**src/rtl/hack_mmio_pkg.sv**
```systemverilog
// hack_mmio_pkg: shared types and I/O window offsets for hack_mmio_ctrl.
// Contents: word_t (16-bit data word), io_ofs_t (3-bit window offset), OFS_* offsets.
package hack_mmio_pkg;

   typedef logic [15:0] word_t;
   typedef logic [2:0]  io_ofs_t;

   localparam io_ofs_t OFS_SW    = 3'd0;
   localparam io_ofs_t OFS_BTN   = 3'd1;
   localparam io_ofs_t OFS_PRESS = 3'd2;
   localparam io_ofs_t OFS_LED   = 3'd3;
   localparam io_ofs_t OFS_SEG   = 3'd4;
   localparam io_ofs_t OFS_TIMER = 3'd5;

endpackage

```
**src/rtl/hack_mmio_debounce.sv**
```systemverilog
// hack_mmio_debounce: 2-flop synchroniser plus per-bit hold counter.
// Ports: clk, reset_n (async, active-low), din[WIDTH] raw pins, stable[WIDTH] accepted levels.
module hack_mmio_debounce
   import hack_mmio_pkg::*;
#(
   parameter int WIDTH  = 1,
   parameter int CYCLES = 1
) (
   input  logic             clk,
   input  logic             reset_n,
   input  logic [WIDTH-1:0] din,
   output logic [WIDTH-1:0] stable
);

   localparam int CW = $clog2(CYCLES + 1);
   localparam logic [CW-1:0] LAST = CW'(CYCLES - 1);

   logic [WIDTH-1:0]         sync1_q, sync1_d;
   logic [WIDTH-1:0]         sync2_q, sync2_d;
   logic [WIDTH-1:0]         stable_q, stable_d;
   logic [WIDTH-1:0][CW-1:0] cnt_q, cnt_d;

   always_comb begin
      sync1_d  = din;
      sync2_d  = sync1_q;
      stable_d = stable_q;
      cnt_d    = cnt_q;
      for (int i = 0; i < WIDTH; i++) begin
         if (sync2_q[i] == stable_q[i]) begin
            cnt_d[i] = '0;
         end else if (cnt_q[i] == LAST) begin
            stable_d[i] = sync2_q[i];
            cnt_d[i]    = '0;
         end else begin
            cnt_d[i] = cnt_q[i] + CW'(1);
         end
      end
   end

   always_ff @(posedge clk or negedge reset_n) begin
      if (!reset_n) begin
         sync1_q  <= '0;
         sync2_q  <= '0;
         stable_q <= '0;
         cnt_q    <= '0;
      end else begin
         sync1_q  <= sync1_d;
         sync2_q  <= sync2_d;
         stable_q <= stable_d;
         cnt_q    <= cnt_d;
      end
   end

   assign stable = stable_q;

endmodule

```
**src/rtl/hack_mmio_ctrl.sv**
```systemverilog
// hack_mmio_ctrl: Hack data-space bridge to RAM and an 8-word I/O register window.
// Ports: clk, reset_n; CPU addressM/outM/writeM/inM; RAM ram_addr/ram_data_in/ram_we/ram_data_out;
// board sw_in, btn_in, led_out, seg_out. Define HACK_MMIO_TIMER_EN to add the tick timer at offset 5.
module hack_mmio_ctrl
   import hack_mmio_pkg::*;
#(
   parameter int          NUM_SW          = 16,
   parameter int          NUM_BTN         = 5,
   parameter int          NUM_LED         = 16,
   parameter logic [14:0] IO_BASE         = 15'h4000,
   parameter int          DEBOUNCE_CYCLES = 1000000,
   parameter int          TICK_DIV        = 100000
) (
   input  logic               clk,
   input  logic               reset_n,
   input  logic [14:0]        addressM,
   input  logic [15:0]        outM,
   input  logic               writeM,
   output logic [15:0]        inM,
   output logic [13:0]        ram_addr,
   output logic [15:0]        ram_data_in,
   output logic               ram_we,
   input  logic [15:0]        ram_data_out,
   input  logic [NUM_SW-1:0]  sw_in,
   input  logic [NUM_BTN-1:0] btn_in,
   output logic [NUM_LED-1:0] led_out,
   output logic [15:0]        seg_out
);

   logic [NUM_SW-1:0]  sw_stable;
   logic [NUM_BTN-1:0] btn_stable;
   logic [NUM_BTN-1:0] btn_prev_q, btn_prev_d;
   logic [NUM_BTN-1:0] press_q, press_d;
   logic [NUM_BTN-1:0] press_evt, clr;
   logic [NUM_LED-1:0] led_q, led_d;
   word_t              seg_q, seg_d;
   word_t              rd_io;
   io_ofs_t            ofs;
   logic               ram_sel, io_sel, io_we;

   hack_mmio_debounce #(.WIDTH(NUM_SW), .CYCLES(DEBOUNCE_CYCLES)) u_sw (
      .clk    (clk),
      .reset_n(reset_n),
      .din    (sw_in),
      .stable (sw_stable)
   );

   hack_mmio_debounce #(.WIDTH(NUM_BTN), .CYCLES(DEBOUNCE_CYCLES)) u_btn (
      .clk    (clk),
      .reset_n(reset_n),
      .din    (btn_in),
      .stable (btn_stable)
   );

   // IO_BASE is 8-aligned and >= 0x4000, so the window never overlaps RAM.
   assign ram_sel = ~addressM[14];
   assign io_sel  = (addressM[14:3] == IO_BASE[14:3]);
   assign ofs     = addressM[2:0];
   assign io_we   = writeM & io_sel;

   assign ram_addr    = addressM[13:0];
   assign ram_data_in = outM;
   assign ram_we      = writeM & ram_sel & reset_n;

   always_comb begin
      btn_prev_d = btn_stable;
      press_evt  = btn_stable & ~btn_prev_q;
      clr        = '0;
      led_d      = led_q;
      seg_d      = seg_q;
      if (io_we && ofs == OFS_PRESS) clr = outM[NUM_BTN-1:0];
      if (io_we && ofs == OFS_LED) led_d = outM[NUM_LED-1:0];
      if (io_we && ofs == OFS_SEG) seg_d = outM;
      // Set term applied after the clear so a same-edge press survives.
      press_d = (press_q & ~clr) | press_evt;
   end

   always_ff @(posedge clk or negedge reset_n) begin
      if (!reset_n) begin
         btn_prev_q <= '0;
         press_q    <= '0;
         led_q      <= '0;
         seg_q      <= '0;
      end else begin
         btn_prev_q <= btn_prev_d;
         press_q    <= press_d;
         led_q      <= led_d;
         seg_q      <= seg_d;
      end
   end

`ifdef HACK_MMIO_TIMER_EN
   localparam int PW = $clog2(TICK_DIV + 1);
   localparam logic [PW-1:0] PLAST = PW'(TICK_DIV - 1);

   logic [PW-1:0] presc_q, presc_d;
   word_t         timer_q, timer_d;

   always_comb begin
      presc_d = presc_q + PW'(1);
      timer_d = timer_q;
      if (io_we && ofs == OFS_TIMER) begin
         timer_d = outM;
         presc_d = '0;
      end else if (presc_q == PLAST) begin
         presc_d = '0;
         timer_d = timer_q + 16'd1;
      end
   end

   always_ff @(posedge clk or negedge reset_n) begin
      if (!reset_n) begin
         presc_q <= '0;
         timer_q <= '0;
      end else begin
         presc_q <= presc_d;
         timer_q <= timer_d;
      end
   end
`else
   localparam int TICK_DIV_UNUSED = TICK_DIV;
`endif

   always_comb begin
      rd_io = '0;
      case (ofs)
         OFS_SW:    rd_io[NUM_SW-1:0]  = sw_stable;
         OFS_BTN:   rd_io[NUM_BTN-1:0] = btn_stable;
         OFS_PRESS: rd_io[NUM_BTN-1:0] = press_q;
         OFS_LED:   rd_io[NUM_LED-1:0] = led_q;
         OFS_SEG:   rd_io              = seg_q;
`ifdef HACK_MMIO_TIMER_EN
         OFS_TIMER: rd_io              = timer_q;
`endif
         default:   rd_io              = '0;
      endcase
   end

   always_comb begin
      inM = '0;
      unique case (1'b1)
         ram_sel: inM = ram_data_out;
         io_sel:  inM = rd_io;
         default: inM = '0;
      endcase
   end

   assign led_out = led_q;
   assign seg_out = seg_q;

endmodule

```
**config.mk**
```make
export PLATFORM = sky130hd
export DESIGN_NAME = hack_mmio_ctrl
export DESIGN_NICKNAME = d
export VERILOG_FILES = /design/src/rtl/hack_mmio_pkg.sv /design/src/rtl/hack_mmio_debounce.sv /design/src/rtl/hack_mmio_ctrl.sv
export SDC_FILE = /design/constraint.sdc
export NUM_CORES = 1
export LEC_CHECK = 0
export CAP_MARGIN = 20
export CORE_ASPECT_RATIO = 2
export CORE_MARGIN = 2
export CORE_UTILIZATION = 48
export DETAILED_ROUTE_END_ITERATION = 16
export PLACE_DENSITY = 0.66
export SLEW_MARGIN = 20
export SYNTH_ARGS = -nofsm -noshare
export SYNTH_HDL_FRONTEND = slang
export SYNTH_SLANG_ARGS = --single-unit
```
**constraint.sdc**
```tcl
create_clock -name clk -period 1.95 [get_ports clk]
set_input_delay 0.39 -clock clk [delete_from_list [all_inputs] [get_ports clk]]
set_output_delay 0.39 -clock clk [all_outputs]
set_load 0.005 [all_outputs]
```
# Word-level counts from Yosys, hierarchy flattened
# Index checks and enable logic that the tools add are counted.
[word_totals]
reg_bits = 525
inputBits = 71
elab_cells = 219
[op_classes]
eq_ne = 47
n_mux = 46
n_addsub = 21
bitwise = 30
n_reduce_logical = 25
[op_table]
columns = ["operator", "count"]
rows = [
  ["$mux 20", 42],
  ["$add 20x1->20 const B", 21],
  ["$eq 20x20->1 const B", 21],
  ["$reduce_and 2->1", 21],
  ["$pmux 11 s3", 1],
  ["$pmux 16 s2", 1],
  ["$pmux 5 s5", 1],
  ["$not 1->1", 22],
  ["$eq 1x1->1", 21],
  ["$eq 12x12->1 const B", 1],
  ["$and 5x5->5", 2],
  ["$not 5->5", 2],
  ["$eq 3x2->1 const B", 2],
  ["$mux 5", 1],
  ["$or 5x5->5", 1],
  ["$and 1x1->1", 3],
  ["$eq 3x1->1 const B", 1],
  ["$eq 3x3->1 const B", 1],
  ["$logic_and 1x1->1", 3],
  ["$logic_not 3->1", 1],
]

# Longest topological paths before layout
# Gate-level depths: netlist of run 1.
[depth]
word_depth = 7
ltp_mapped = 7

# By module
# A second synthesis of run 1 with hierarchy kept.
[unflattened]
hier_cells = 2569
area_unflattened_um2 = 25567.0
[modules_own_cells]
columns = ["mod", "seq_area_each_um2", "area_each_um2", "cells_per_inst", "n_inst"]
rows = [
  ["hack_mmio_debounce at u_sw", 9208.8, 17581.9, 1775, 1],
  ["hack_mmio_debounce at u_btn", 2877.8, 5454.0, 553, 1],
  ["hack_mmio_ctrl", 1051.0, 2531.2, 241, 1],
]

# Worst setup path before layout of run 1
# Ideal clock, no wire load.
[synth_path]
path_kind = "input to register"
from = "input port addressM[0]"
to = "register led_q[10] (netlist: led_out[10])"
path_stages = 6
n_path_buf = 2
required_time_ns = 1.825
arrival_ns = 1.924
slack_ns = -0.099
setup_time_ns = 0.125
path_cell_list = "buf_2 -> nor2b_1 -> nand2_1 -> nor2_1 -> buf_2 -> mux2_2"
[synth_via]
elab_chain_len = 2
[synth_lines]
columns = ["element", "line_no", "source"]
rows = [
  ["from (decl)", "hack_mmio_ctrl.sv:16", "input logic [14:0] addressM,"],
  ["$eq 3x2->1", "hack_mmio_ctrl.sv:72", "if (io_we && ofs == OFS_LED) led_d = outM[NUM_LED-1:0];"],
  ["$logic_and 1x1->1", "hack_mmio_ctrl.sv:72", ""],
  ["to (signal assigned)", "hack_mmio_ctrl.sv:87", "led_q <= led_d;"],
  ["to (decl)", "hack_mmio_ctrl.sv:35", "logic [NUM_LED-1:0] led_q, led_d;"],
]
# No other way between the ends.
# A chain may end at the register's enable or synchronous reset.

# Worst setup path after layout of run 1
[layout_path]
from = "register led_q[2] (netlist: led_out[2])"
to = "output port inM[2]"
[layout_via]
elab_chain_len = 2
[layout_lines]
columns = ["element", "line_no", "source"]
rows = [
  ["$pmux 5 s5", "hack_mmio_ctrl.sv:126", "case (ofs)"],
  ["$pmux 16 s2", "hack_mmio_ctrl.sv:141", "unique case (1'b1)"],
  ["to (decl)", "hack_mmio_ctrl.sv:19", "output logic [15:0] inM,"],
]
# No other way between the ends.

==> results of run 1 <==
cells in the mapped netlist, types with 15 or more instances:
cell | count | area (µm²)
buf_2 | 19 | 95.1
or3_1 | 61 | 382
buf_4 | 30 | 225
a22oi_1 | 21 | 158
or4_1 | 63 | 473
and3_1 | 46 | 288
clkbuf_1 | 74 | 278
a21oi_1 | 113 | 566
and2_1 | 15 | 93.8
nor3_1 | 51 | 255
and4_1 | 29 | 254
nand2_1 | 132 | 495
inv_1 | 88 | 330
o31ai_1 | 56 | 420
o22ai_1 | 16 | 100
nor4_1 | 71 | 444
nor2_1 | 334 | 1250
o21ai_0 | 64 | 320
dfrtp_1 | 525 | 13100
nand4_1 | 97 | 607
ha_1 | 21 | 263
mux2_2 | 69 | 777
nand3_1 | 167 | 836
xnor2_1 | 145 | 1270
xor2_1 | 139 | 1220
cells by family (layout without fill, tap and decap cells):
family          count (synthesis)  in the layout  synth area share [%]
xor+xnor                      284            284                  9.78
compound gates                298            298                  7.15
buf+inv                       213            604                  3.68
simple gates                 1139           1139                  23.7
flops                         525            525                  51.6
fa+ha+maj                      21             21                  1.03
mux                            69             69                  3.05
flip-flops by register name, summed over array words and instances, names as in the netlist:
signal,cells
btn_prev_q,5
led_out,16
press_q,5
seg_out,16
u_btn.cnt_q,100
u_btn.stable,5
u_btn.sync1_q,5
u_btn.sync2_q,5
u_sw.cnt_q,320
u_sw.stable,16
u_sw.sync1_q,16
u_sw.sync2_q,16
worst max path at each step:
stage	slack, ns	from	to
after detailed placement	-0.86	addressM[9]	inM[11]
after global placement	-0.89	addressM[9]	inM[3]
after CTS	-0.28	led_out[2]$_DFFE_PN0P_	inM[2]
after global routing	-0.31	led_out[2]$_DFFE_PN0P_	inM[2]
after floorplan	-0.02	u_sw.cnt_q[35]$_DFF_PN0_	u_sw.stable[1]$_DFFE_PN0P_
final	-0.26	led_out[2]$_DFFE_PN0P_	inM[2]
final cells by class:
class	instances	area (µm²)
Clock buffer	59	1320
Clock inverter	30	317
Fill cell	4384	20800
Inverter	88	330
Multi-Input combinational cell	1811	12100
Sequential cell	525	13200
Tap cell	665	832
Timing Repair Buffer	427	3710
power by group through the flow:
stage | clock [mW] | sequential (mW) | combinational, mW
3_3_place_gp | 0 | 11.4 | 1.13
4_1_cts | 10.1 | 11.2 | 1.22
3_5_place_dp | 0 | 11.4 | 1.16
2_1_floorplan | 0 | 11.4 | 0.431
6_report | 9.79 | 11.2 | 1.22
5_1_grt | 10.5 | 11.2 | 1.37
through the flow:
stage,utilization (%),power (mW),setup WS [ns],setup TNS [ns]
floorplan,-,11.8,-0.0157,-0.0444
global placement,55.4,12.5,-0.893,-44.40
detailed placement,55.4,12.5,-0.863,-49.11
CTS,59.7,22.5,-0.280,-8.38
global route,60.4,23.0,-0.314,-13.41
finish,60.4,22.2,-0.262,-9.71
timing repair:
action / in CTS / in global routing
gates resized for setup: 223 / 88
setup endpoints to repair: 130 / 202
hold buffers: 2 / 0
hold endpoints to repair: 24 / 0
buffers inserted: 32 / 12
pin swaps: 36 / 30
cloned: 4 / 4
per-layer routing:
layer	GRT usage, %	vias to the layer above	share of wire [%]
met4	7.98	0	3.3
li1	-	9742	-
met1	24.4	10100	39
met5	0	-	0
met3	2.87	124	3.6
met2	41.8	396	54
==> run metrics, run 1 <==
Crit Path Class=flip-flop to primary output; Post-Route Skew=0.0257 ns; DR vias=20400; final setup margin=-0.262 ns; CP max stage delay=0.46 ns; placed insts=3465; RR Startpoint=u_btn.cnt_q[92]$_DFF_PN0_; Logic pwr share=5.5%; Clock Latency Late Sink=0.59 ns; NetSw=5.08 mW; via count of the first global-routing pass=21300; routability cong.=0.892; number of DRC markers in iteration 0=1120; Core Area=52600 µm²; FF-to-FF path depth=6; count of clock tree sinks=525; # IOs=150; ys flop type=dfrtp_1; Post-synth EDFFs=0; CP Capture Type=primary output; status=finished with violations; die height=330 µm; sequential area share after synthesis=51.6%; Worst Min Path Start=sw_in[4]; Crit-path slowest cell=dfrtp_2; total number of cells along the worst setup path=5; # port buffers=149; Lkg Pwr=13.3 nW; mapped cell area=25400 µm²; first-pass GRT wire length=101000 µm; Final Cell Area=31700 µm²; DRC Markers=0; Starting Density=48.4%; Max Cap Viol=0; max-slew violations=0; # setup viols final=79; library cells used by synthesis=50; Total GRT Usage=21.8%; largest vdd supply drop=913 µV; TritonCTS clock tree=done; WL/cell=16.6 µm; Syn-to-layout area delta=24.8%; RSZ-0062 raised after global routing=yes; final WL=59900 µm; Cell Chain, Critical Path=mux2_4 -> a22oi_2 -> o22a_1 -> o22ai_1 -> buf_4; Syn Area/Cell=9.98 µm²; DR pass1 iterations=5; Final period util=113%; DR vias/cell=5.66; Cell Area, Placed=29100 µm²; minimum clock period=2.21 ns; Rows=119; Worst Tran Pin Value=0.849 ns; Nets=2993; endpoints failing hold=0; CP Data Arrival Time=1.82 ns; Num CTS Buffers=48; ys async rst share=100%; initial antenna violation count=0; Yosys reg bits=525; Clock Tree Buf Depth=3; P per Cell Area=699 nW/µm²; CP bufs+invs=1; R2R setup slack=-0.18 ns; CTS root buf=clkbuf_16; Sw Ratio=22.9%; failing checks=setup timing; die width=167 µm; Synth Instances=2549; Flop pwr share=50.4%; hpwl dp=42500 µm; worst-path fanout max=2; H-tree depth=2; hold depth=1; commonest cells after routing, fill and taps aside=dfrtp_1, nor2_1, buf_4; CP required=1.56 ns; grt total ovfl=0; Slew headroom=43.4%; worst hold slack=0.237 ns; CP delay by family, top=flip-flops; Antenna Nets Post-Route=0; Pint=17.1 mW; number of diodes=0; non-filler instance count after layout=3605; hold path endpoint=u_sw.sync1_q[4]$_DFF_PN0_; CP Launch Type=flip-flop; commonest non-fill, non-tap cell in the layout=dfrtp_1; clock share of power=44.1%; full die area=55000 µm²; largest net degree at the start of global routing=153; synthesized net count=2641; Reg-to-Reg End=u_btn.cnt_q[98]$_DFF_PN0_; worst min path class=primary input to flip-flop; Max Clk Rate=452 MHz; fraction of layout cells with a size suffix above 1=21.4%; Yosys warnings=0; clk slew on worst S/H paths=0.07 ns
(Power assumes the default switching activity.)
==> run 2, diff against run 1 <==
--- a/config.mk
+++ b/config.mk
@@ -10,7 +10,8 @@
 export CORE_MARGIN = 2
 export CORE_UTILIZATION = 48
 export DETAILED_ROUTE_END_ITERATION = 16
-export PLACE_DENSITY = 0.66
+export DONT_BUFFER_PORTS = 1
+export PLACE_DENSITY = 0.62
 export SLEW_MARGIN = 20
 export SYNTH_ARGS = -nofsm -noshare
 export SYNTH_HDL_FRONTEND = slang
==> run 2 against run 1 <==
  * The run ends with hold timing, slew limit, setup timing left
  * Register-to-register slack better by 0.03 ns
  * Sequential share of layout area up 2.2 points
  * First-iteration DRC count down 12%
  * Clock skew down 0.0094 ns
  * Sequential power about the same
  * Core utilization down 3.1 points
  * Hold slack worse by 0.74 ns
  * Flip-flop and latch count unchanged
  * Largest cell class unchanged
==> run metrics, run 2 (same netlist as run 1, synthesis figures left out) <==
pre-CTS WS=-0.146 ns (was -0.863 ns); Final period util=135% (was 113%); RSZ-0062 raised after global routing=yes (unchanged); # IOs=150 (unchanged); Worst Tran Pin Value=3.14 ns (was 0.849 ns); full die area=55000 µm² (unchanged); fraction of layout cells with a size suffix above 1=18.5% (was 21.4%); P per Cell Area=758 nW/µm² (was 699 nW/µm²); CP max stage delay=0.51 ns (was 0.46 ns); count of clock tree sinks=525 (unchanged); final setup margin=-0.678 ns (was -0.262 ns); via count of the first global-routing pass=20500 (was 21300); Post-Route Skew=0.0163 ns (was 0.0257 ns); routability cong.=0.828 (was 0.892); TritonCTS clock tree=done (unchanged); minimum clock period=2.63 ns (was 2.21 ns); Core Area=52600 µm² (unchanged); first-pass GRT wire length=98100 µm (was 101000 µm); largest vdd supply drop=878 µV (was 913 µV); max reg flops=320 (unchanged); clk slew on worst S/H paths=0.07 ns (about the same); Reg with most FFs=u_sw.cnt_q (unchanged); hpwl dp=39400 µm (was 42500 µm); initial antenna violation count=4 (was 0); worst hold slack=-0.499 ns (was 0.237 ns); CP Capture Type=primary output (unchanged); CTS root buf=clkbuf_16 (unchanged); CP Data Arrival Time=2.24 ns (was 1.82 ns); CP required=1.56 ns (about the same); endpoints failing hold=176 (was 0); grt total ovfl=0 (unchanged); Max Cap Viol=0 (unchanged); worst min path class=primary input to asynchronous set/reset pin (was primary input to flip-flop); hold_buf cts=37 (was 2); DR vias=19600 (was 20400); number of DRC markers in iteration 0=984 (was 1120); final WL=57900 µm (was 59900 µm); DR vias/cell=5.75 (was 5.66); WL/cell=17.0 µm (was 16.6 µm); CP delay by family, top=simple AND/OR/NAND/NOR gates (was flip-flops); Rows=119 (unchanged); Starting Density=48.4% (unchanged); failing checks=hold timing, slew limit, setup timing (was setup timing); Largest regs=u_sw.cnt_q (320), u_btn.cnt_q (100) (unchanged); Antenna Nets Post-Route=0 (unchanged); Clock Tree Buf Depth=3 (unchanged); # port buffers=0 (was 149); Clock Latency Late Sink=0.59 ns (about the same); CP Launch Type=primary input (was flip-flop); fillers=4536 (was 4384); Crit-path slowest cell=nand2_1 (was dfrtp_2); DRC Markers=0 (unchanged); Cell Chain, Critical Path=nand2_1 -> nor2_1 (was mux2_4 -> a22oi_2 -> o22a_1 -> o22ai_1 -> buf_4); die height=330 µm (unchanged); CP bufs+invs=0 (was 1); Syn-to-layout area delta=18.3% (was 24.8%); Crit Path Class=primary input to primary output (was flip-flop to primary output); status=finished with violations (unchanged); Lkg Pwr=12.3 nW (was 13.3 nW); commonest cells after routing, fill and taps aside=dfrtp_1, nor2_1, buf_4 (unchanged); worst-path fanout max=526 (was 2); DR pass1 iterations=7 (was 5); commonest non-fill, non-tap cell in the layout=dfrtp_1 (unchanged); # setup viols final=114 (was 79); Num CTS Buffers=49 (was 48); Nets=2795 (was 2993); Max Clk Rate=380 MHz (was 452 MHz); largest net degree at the start of global routing=527 (was 153); max-slew violations=440 (was 0); die width=167 µm (unchanged); H-tree depth=2 (unchanged); Slew headroom=-109% (was 43.4%); Total GRT Usage=21.3% (was 21.8%)
-- run 2: per-layer routing --
metal  vias up  track usage (%)  routed length [µm]
li1       9339                -                   -
met1      9760             23.6               22500
met2       373             40.9               31300
met3       128             2.88                2170
met4         0             8.11                1940
met5         -                0                   0
-- run 2: report_power, final --
group / total, mW / switching (mW) / internal, mW
logic: 0.707 / 0.378 / 0.330
registers: 11.2 / 0.146 / 11.0
clock network: 10.9 / 4.37 / 6.57
total: 22.8 / 4.90 / 17.9
-- run 2: area by class of cell --
type	count	area, µm²	area share (%)
inverter	88	330	1.10
sequential	525	13100	43.7
tap	665	832	2.76
clock buffer	58	1310	4.35
antenna	2	5.00	0.0166
multi-input combinational	1811	12000	40.0
timing repair buffer	228	1930	6.40
clock inverter	31	526	1.75
-- run 2: timing repair --
action / 4_1_cts / 5_1_grt
cloned: 5 / 1
pin swaps: 46 / 22
setup buffers: 12 / 5
setup endpoints to repair: 92 / 153
gates resized for setup: 111 / 66
endpoints found under the hold margin: 580 / 525
-- run 2: path summary, 6_finish.rpt --
path,from,to,slack (ns),cells after the start
setup / recovery,reset_n,ram_we,-0.68,2
hold / removal,reset_n,u_sw.cnt_q[156]$_DFF_PN0_,-0.50,0
setup reg to reg,u_sw.cnt_q[175]$_DFF_PN0_,u_sw.cnt_q[179]$_DFF_PN0_,-0.15,5
hold reg to reg,u_btn.sync1_q[0]$_DFF_PN0_,u_btn.sync2_q[0]$_DFF_PN0_,0.35,0
max in group asynchronous,reset_n,seg_out[2]$_DFFE_PN0P_,-0.24,0
min in group clk,outM[4],press_q[4]$_DFF_PN0_,0.06,2
-- run 2: stage by stage --
stage                     setup TNS [ns]  util [%]  instance area [µm²]  power, mW  cells
after floorplan                  -0.0444         -                25500       11.8   2549
after global placement             -4.73      51.6                27100       11.9   3259
after detailed placement           -4.72      51.6                27100       11.9   3259
after CTS                          -5.94      56.8                29800       23.2   3402
after global routing              -10.68      57.3                30100       23.6   3408
final                              -7.83      57.3                30100       22.8   3408
==> run 3, diff against run 2 <==
--- a/config.mk
+++ b/config.mk
@@ -12,7 +12,8 @@
 export DETAILED_ROUTE_END_ITERATION = 16
 export DONT_BUFFER_PORTS = 1
 export PLACE_DENSITY = 0.62
-export SLEW_MARGIN = 20
+export REMOVE_ABC_BUFFERS = 1
+export SLEW_MARGIN = 15
 export SYNTH_ARGS = -nofsm -noshare
 export SYNTH_HDL_FRONTEND = slang
 export SYNTH_SLANG_ARGS = --single-unit
==> run 3 against run 2 <==
  * The run still ends with hold timing, slew limit, setup timing left
  * Core utilization is 0.13 points higher
  * Global-route usage down 0.61 points
  * Non-clock buffer count increased by 17
  * Power decreased by 3.6%
  * Die area did not move
  * Largest power group unchanged
==> run metrics, run 3 (same netlist as run 1, synthesis figures left out) <==
status=finished with violations (unchanged); failing checks=hold timing, slew limit, setup timing (unchanged); Clock Latency Late Sink=0.59 ns (about the same); DR vias=19500 (was 19600); Cell Area, Placed=27200 µm² (was 27100 µm²); Syn-to-layout area delta=18.6% (was 18.3%); CP max stage delay=0.55 ns (was 0.51 ns); top sig layer=met4 (unchanged); Final Cell Area=30200 µm² (was 30100 µm²); via count of the first global-routing pass=20100 (was 20500); DR pass1 iterations=6 (was 7); full die area=55000 µm² (unchanged); CTS root buf=clkbuf_16 (unchanged); WL/cell=16.8 µm (was 17.0 µm); commonest non-fill, non-tap cell in the layout=dfrtp_1 (unchanged); detailed-routed wire length on met2=31700 µm (was 31300 µm); commonest cells after routing, fill and taps aside=dfrtp_1, nor2_1, buf_4 (unchanged); endpoints failing hold=525 (was 176); fraction of layout cells with a size suffix above 1=19.4% (was 18.5%); clk slew on worst S/H paths=0.07 ns (about the same); worst min path class=primary input to asynchronous set/reset pin (unchanged); routability cong.=0.842 (was 0.828); Final period util=110% (was 135%); M1 wire length=22300 µm (was 22500 µm); Crit-path slowest cell=or4_4 (was nand2_1); CP Launch Type=flip-flop (was primary input); CP Capture Type=flip-flop (was primary output); # IOs=150 (unchanged); CP required=2.42 ns (was 1.56 ns); RSZ-0062 raised after global routing=yes (unchanged); Worst Tran Pin Value=1.66 ns (was 3.14 ns); largest vdd supply drop=889 µV (was 878 µV); Slew headroom=-10.6% (was -109%); number of DRC markers in iteration 0=1022 (was 984); Post-Route Skew=0.0191 ns (was 0.0163 ns); count of clock tree sinks=525 (unchanged); Num CTS Buffers=48 (was 49); die height=330 µm (unchanged); Critical Path Most Common Cell=or4_4; Clock Tree Buf Depth=3 (unchanged); CP bufs+invs=1 (was 0); initial antenna violation count=3 (was 4); Largest regs=u_sw.cnt_q (320), u_btn.cnt_q (100) (unchanged); max-slew violations=119 (was 440); max reg flops=320 (unchanged); first-pass GRT wire length=95500 µm (was 98100 µm); worst hold slack=-0.483 ns (was -0.499 ns); TritonCTS clock tree=done (unchanged); placed insts=3272 (was 3259); Crit Path Class=flip-flop to flip-flop (was primary input to primary output); Max Clk Rate=467 MHz (was 380 MHz); Rows=119 (unchanged); Lkg Pwr=12.3 nW (about the same); largest net degree at the start of global routing=527 (unchanged); Core Area=52600 µm² (unchanged); P per Cell Area=730 nW/µm² (was 758 nW/µm²); minimum clock period=2.14 ns (was 2.63 ns); Pwr Total=22.0 mW (was 22.8 mW); worst-path fanout max=5 (was 526); hpwl dp=39100 µm (was 39400 µm); final core occ=57.4% (was 57.3%); final WL=57700 µm (was 57900 µm); DR vias/cell=5.70 (was 5.75); routed length on met3=1940 µm (was 2170 µm); fillers=4532 (was 4536); Reg with most FFs=u_sw.cnt_q (unchanged); final setup margin=-0.193 ns (was -0.678 ns); Cell Chain, Critical Path=or4_4 -> or4_4 -> o21ai_4 -> clkbuf_16 -> a21oi_1 (was nand2_1 -> nor2_1); # port buffers=0 (unchanged); H-tree depth=2 (unchanged); Starting Density=48.4% (unchanged); CP delay by family, top=simple AND/OR/NAND/NOR gates (unchanged); CP Data Arrival Time=2.61 ns (was 2.24 ns); die width=167 µm (unchanged); DRC Markers=0 (unchanged); grt total ovfl=0 (unchanged); Antenna Nets Post-Route=0 (unchanged); Nets=2811 (was 2795); non-filler instance count after layout=3427 (was 3408); Max Cap Viol=0 (unchanged); Total GRT Usage=20.7% (was 21.3%); # setup viols final=70 (was 114); hold_buf cts=37 (unchanged)
[run 3: stage by stage]
step	TNS (ns)	worst slack (ns)
3_3_place_gp	-4.37	-0.129
2_1_floorplan	-195.22	-0.805
3_5_place_dp	-3.95	-0.118
6_report	-6.99	-0.193
4_1_cts	-3.85	-0.209
5_1_grt	-10.72	-0.255
[run 3: power by group]
part,leakage [nW],internal [mW],switching [mW]
clock network,0.812,5.85,4.27
registers,7.17,11.0,0.138
logic,4.37,0.337,0.383
total,12.3,17.2,4.79
[run 3: timing repair]
action                                  CTS  global route
pin swaps                                43            23
gates cloned                              1             4
endpoints found under the setup margin   82           176
hold endpoints to repair                582           525
setup buffers                            10            10
resized for setup                        91            93
[run 3: cell type report]
class | instances | area (µm²) | share of cell area, %
sequential | 525 | 13200 | 43.6
multi-input combinational | 1811 | 12100 | 40.0
timing repair buffer | 245 | 2070 | 6.87
clock buffer | 63 | 1350 | 4.47
tap | 665 | 832 | 2.76
clock inverter | 27 | 349 | 1.16
inverter | 88 | 330 | 1.09
antenna | 3 | 7.51 | 0.0249
[run 3: worst paths after layout]
kind                                                  from                    endpoint  slack [ns]  depth (start not counted)
worst max-delay path             u_btn.cnt_q[95]$_DFF_PN0_   u_btn.cnt_q[94]$_DFF_PN0_       -0.19                          5
worst min-delay path                               reset_n   u_sw.cnt_q[214]$_DFF_PN0_       -0.48                          0
worst max register to register   u_btn.cnt_q[95]$_DFF_PN0_   u_btn.cnt_q[94]$_DFF_PN0_       -0.19                          5
worst min register to register  u_sw.sync1_q[13]$_DFF_PN0_  u_sw.sync2_q[13]$_DFF_PN0_        0.34                          0
max in group asynchronous                          reset_n   u_sw.cnt_q[180]$_DFF_PN0_        1.03                          0
min in group clk                                   outM[3]        press_q[3]$_DFF_PN0_        0.09                          2
[run 3: routing by layer]
metal	global-route usage, %	vias up
li1	-	9379
met1	23.0	9675
met2	40.1	369
met3	2.45	117
met4	7.46	0
met5	0	-
